--- config.mk ---
export PLATFORM = sky130hd
export DESIGN_NAME = signed_mac_requant
export DESIGN_NICKNAME = d
export VERILOG_FILES = /design/src/rtl/signed_mac_requant.sv
export SDC_FILE = /design/constraint.sdc
export NUM_CORES = 1
export LEC_CHECK = 0
export BUFFER_PORTS_ARGS = -buffer_cell sky130_fd_sc_hd__buf_2
export CORE_MARGIN = 3
export CORE_UTILIZATION = 40
export DETAILED_ROUTE_END_ITERATION = 10
export PLACE_DENSITY = 0.62
export SLEW_MARGIN = 20
export SYNTH_ARGS = -nofsm -noshare
export SYNTH_HDL_FRONTEND = slang
export SYNTH_SLANG_ARGS = --single-unit
--- constraint.sdc ---
create_clock -name clk -period 4.5 [get_ports clk]
set_clock_uncertainty 0.05 [all_clocks]
set_input_delay 0.675 -clock clk [delete_from_list [all_inputs] [get_ports clk]]
set_output_delay 0.675 -clock clk [all_outputs]
set_load 0.01 [all_outputs]
--- src/rtl/signed_mac_requant.sv ---
// Signed product accumulator with int8 requantization.
// Sums N_TERMS products onto a bias, then rounds, shifts, clamps and emits one result.
module signed_mac_requant #(
  parameter int PROD_W  = 16,
  parameter int ACC_W   = 24,
  parameter int N_TERMS = 16,
  parameter int SHIFT   = 4,
  parameter int RELU    = 0
) (
  input  logic              clk,
  input  logic              rst_n,
  input  logic              clear,
  input  logic              in_valid,
  output logic              in_ready,
  input  logic [PROD_W-1:0] prod,
  input  logic [PROD_W-1:0] bias,
  output logic              out_valid,
  input  logic              out_ready,
  output logic [7:0]        out_data,
  output logic              out_sat
);

  localparam int CNT_W = (N_TERMS > 1) ? $clog2(N_TERMS) : 1;
  localparam logic [CNT_W-1:0] LAST = CNT_W'(N_TERMS - 1);
  localparam logic signed [ACC_W:0] HALF = (ACC_W+1)'(2 ** (SHIFT - 1));
  localparam logic signed [ACC_W:0] MAXV = (ACC_W+1)'(127);
  localparam logic signed [ACC_W:0] MINV = -(ACC_W+1)'(128);

  typedef enum logic {ACC, OUT} state_t;

  state_t state, state_nx;
  logic [CNT_W-1:0] term_cnt;
  logic signed [ACC_W-1:0] acc, base, sum;
  logic signed [ACC_W-1:0] bias_x, prod_x;
  logic signed [ACC_W:0] rnd, rq;
  logic fire, first, last;
  logic [7:0] q_data;
  logic q_sat;

  assign bias_x = {{(ACC_W-PROD_W){bias[PROD_W-1]}}, bias};
  assign prod_x = {{(ACC_W-PROD_W){prod[PROD_W-1]}}, prod};

  assign fire  = in_valid && in_ready && !clear;
  assign first = (term_cnt == '0);
  assign last  = (term_cnt == LAST);
  assign base  = first ? bias_x : acc;
  assign sum   = base + prod_x;
  // one extra bit keeps the rounding add from wrapping
  assign rnd   = {sum[ACC_W-1], sum} + HALF;

  always_comb begin
    rq = rnd >>> SHIFT;
    if (RELU != 0 && rq[ACC_W]) rq = '0;
    q_data = rq[7:0];
    q_sat  = 1'b0;
    if (rq > MAXV) begin
      q_data = 8'h7F;
      q_sat  = 1'b1;
    end else if (rq < MINV) begin
      q_data = 8'h80;
      q_sat  = 1'b1;
    end
  end

  always_ff @(posedge clk or negedge rst_n) begin
    if (!rst_n) state <= ACC;
    else        state <= state_nx;
  end

  always_comb begin
    state_nx = state;
    if (clear) begin
      state_nx = ACC;
    end else begin
      case (state)
        ACC: if (fire && last) state_nx = OUT;
        OUT: if (out_ready)    state_nx = ACC;
        default: state_nx = ACC;
      endcase
    end
  end

  always_comb begin
    in_ready  = (state == ACC);
    out_valid = (state == OUT);
  end

  always_ff @(posedge clk or negedge rst_n) begin
    if (!rst_n) begin
      term_cnt <= '0;
      acc      <= '0;
      out_data <= '0;
      out_sat  <= 1'b0;
    end else if (clear) begin
      term_cnt <= '0;
    end else if (fire) begin
      acc      <= sum;
      term_cnt <= last ? '0 : term_cnt + 1'b1;
      if (last) begin
        out_data <= q_data;
        out_sat  <= q_sat;
      end
    end
  end

endmodule

==> run_results.csv <==
group,metric,value,unit
run_status,status,"finished, violations left",
run_status,violations,"negative setup slack",
timing,tightest_slew,0.9313,ns
logic_synthesis,syn_nets,581,
finish,drive_above_1_share,37.22,%
finish,fin_nets,724,
global_routing,grtUsageTotal,22.72,%
setup_path,end_kind,"register",
power,p_per_area,453.4,mW/mm²
routing,drt_iter0_drc,305,
clock_network,clk_latency,0.29,ns
logic_synthesis,synth_ff_type,"dfrtp_1",
power,p_seq_share,18.5,%
logic_synthesis,synth-seq-cells,38,
logic_synthesis,yosysSeqAreaShare,23.77,%
power,swShare,43.25,%
routing,dr.pass1.iters,5,
timing,post-route-period-util,101.3,%
power,p_leak,0.002564,µW
setup_path,crit_arrival,4.68,ns
routing,dr_total_vias,4435,
clock_network,cts_tree,"built",
finish,antennaDiodeCount,0,
logic_synthesis,synth-warning-count,0,
clock_network,h-tree-depth,2,
power,internal-power,1447,µW
placement,place.gp.congestion,0.9836,
routing,wl_per_cell,16.37,µm
timing,fin_ws,-0.05977,ns
timing,rsz0062_at_grt,"yes",
timing,period_needed,4.560,ns
setup_path,worstPathRequired,4.62,ns
routing,routed_wl,12.93,mm
clock_network,ctsRootBufferMaster,"clkbuf_8",
power,p_sw,1103,µW
timing,slew_violations,0,
setup_path,cp_max_fo,7,
logic_synthesis,syn_avg_cell_area,7.737,µm²
logic_synthesis,yosysTopAreaCell,"dfrtp_1",
die,boundaryPins,48,
routing,via_per_inst,5.614,
routing,drc,0,
logic_synthesis,synth_cells,517,
clock_network,path_clk_slew,0.09,ns
power,ir_worst_vdd,0.2099,mV
finish,stdcell_area,0.005624,mm²
min_path,hp-class,"register to register",
clock_network,cts.path.max_buffers,2,
setup_path,path_class,"register to register",
global_routing,grt_pass1_wl,21.25,mm
power,clock_power_share,14.3,%
die,initial_core_util,42.29,%
die,rows,35,
placement,post_dp_cell_area,0.005066,mm²
routing,ant_nets,0,
timing,setup_viol,8,
global_routing,grt_max_degree,39,
die,die_h,106,µm
die,die_area,0.01124,mm²
power,p_comb_share,67.3,%
timing,hold_viol,0,
finish,num-fill-cells,841,
placement,dpl.hpwl,9.977,mm
finish,syn2layout_area_growth,40.60,%
logic_synthesis,synth-async-reset-ratio,100.0,%
logic_synthesis,synth_area,0.004000,mm²
timing,fmax,219.3,MHz
clock_network,numCtsBuffers,5,
logic_synthesis,synth_area_leaders,"dfrtp_1 24%, nand2_1 9.8%, ha_1 8.1%",
global_routing,grt_antenna_before_repair,0,
placement,io_buffer_count,47,
run,maxCapViolCount,0,
die,coreArea,0.009459,mm²
die,die_x,106,µm
setup_path,start_kind,"register",
logic_synthesis,synth_common_cells,"104 x nand2_1, 40 x nor2_1, 38 x dfrtp_1",
logic_synthesis,yosys.area.top_type_share,23.77,%
timing,hold_slack,0.4321,ns
timing,slew_headroom,37.91,%
logic_synthesis,synth_edf_count,0,
clock_network,clock_sinks,38,
global_routing,grt_pass1_vias,4374,
logic_synthesis,yosysUniqueCellTypes,79,
global_routing,overflow,0,
logic_synthesis,synth.most_common_cell,"nand2_1",
routing by layer:
layer	global-route usage (%)	vias up	wire [µm]
met5	0	-	0
met4	4.255	0	119
met3	1.275	7	468
met2	40.26	113	6328
met1	30.81	2097	6018
li1	-	2218	-
sequential cells by signal (all words and copies together) (netlist names):
| signal | flops |
|---|---|
| acc | 24 |
| out_data | 8 |
| out_sat | 1 |
| out_valid | 1 |
| term_cnt | 4 |
worst paths after layout:
| kind | startpoint | to | slack, ns | depth (start not counted) |
|---|---|---|---|---|
| max reg2reg | term_cnt[0] | out_data[6] | -0.06 | 20 |
| min reg2reg | out_data[7] | out_data[7] | 0.43 | 1 |
| min in group asynchronous | rst_n | acc[7] | 0.46 | 1 |
| min | out_data[7] | out_data[7] | 0.43 | 1 |
| max | term_cnt[0] | out_data[6] | -0.06 | 20 |
| max in group asynchronous | rst_n | acc[18] | 3.35 | 1 |
power by group through the flow:
stage	logic, µW	registers (µW)	clock network [µW]
floorplan	919	462	0
global route	1870	479	382
finish	1720	471	364
detailed placement	1500	475	0
global placement	1480	473	0
CTS	1560	470	371
layout by cell type, fill, tap and decap left out, types with 4 or more instances in the layout:
cell type,n
buf_4,107
nand2_1,98
buf_2,47
nor2_1,39
dfrtp_1,38
o21ai_0,28
a21oi_1,22
nand3_1,18
ha_1,18
a21o_1,16
nand4_1,15
xnor2_1,11
a31oi_1,9
nand2_2,7
nor3_1,7
o211ai_1,7
ha_4,7
and2_1,6
xnor2_2,6
and3_1,6
xor2_1,6
or2_2,5
o21ai_1,5
o21a_1,5
or4_1,5
mux2_2,5
clkbuf_8,5
inv_1,4
a211oi_1,4
a31o_2,4
or3_1,4
through the flow:
step                      utilization, %  power (µW)  setup TNS, ns  worst slack, ns  instances
after floorplan                        -        1381              0         0.004055        517
after global placement             53.56        1954         -1.056          -0.1605        767
after detailed placement           53.56        1980         -1.481          -0.1985        767
after CTS                          56.40        2401        -0.6768          -0.1010        780
after global routing               59.46        2735         -2.443          -0.3129        790
final                              59.46        2550        -0.3882         -0.05977        790
layout make-up:
| type | count | area [µm²] | share of cell area (%) |
|---|---|---|---|
| Tap cell | 129 | 161.4 | 2.870 |
| Multi-Input combinational cell | 452 | 3271 | 58.15 |
| Sequential cell | 38 | 950.9 | 16.91 |
| Clock inverter | 3 | 68.82 | 1.224 |
| Inverter | 6 | 22.52 | 0.4004 |
| Clock buffer | 5 | 68.82 | 1.224 |
| Timing Repair Buffer | 157 | 1081 | 19.22 |
what timing repair did:
| item | 4_1_cts | 5_1_grt |
|---|---|---|
| endpoints found under the setup margin | 8 | 9 |
| buffers inserted | 5 | 11 |
| hold buffers | 0 | 0 |
| resized for setup | 21 | 41 |
| pin swaps | 21 | 26 |
cell families (layout without fill, tap and decap cells):
family / count (synthesis) / in the layout / share of synthesized area (%)
and+or+nand+nor: 242 / 242 / 30.15
AOI/OAI and AO/OA: 150 / 150 / 26.81
DFF: 38 / 38 / 23.77
adders and majority gates: 27 / 27 / 8.633
buffers and inverters: 27 / 171 / 2.784
xor gates and xnor gates: 24 / 24 / 5.443
muxes: 9 / 9 / 2.408
critical path, stage by stage (launching register included):
cell	delay, ns
dfrtp_1	0.38
inv_2	0.07
ha_4	0.16
nor3b_4	0.16
nand2_1	0.08
nand2_2	0.07
ha_4	0.17
fa_2	0.34
a21o_1	0.22
a221o_2	0.44
a221oi_4	0.31
xor2_2	0.14
buf_4	0.16
nor4b_4	0.24
buf_4	0.16
nand4_1	0.17
nor3_2	0.28
mux2i_2	0.11
a2111oi_4	0.30
a31o_2	0.30
a31oi_1	0.11
Power figures use the tool's default switching activity.
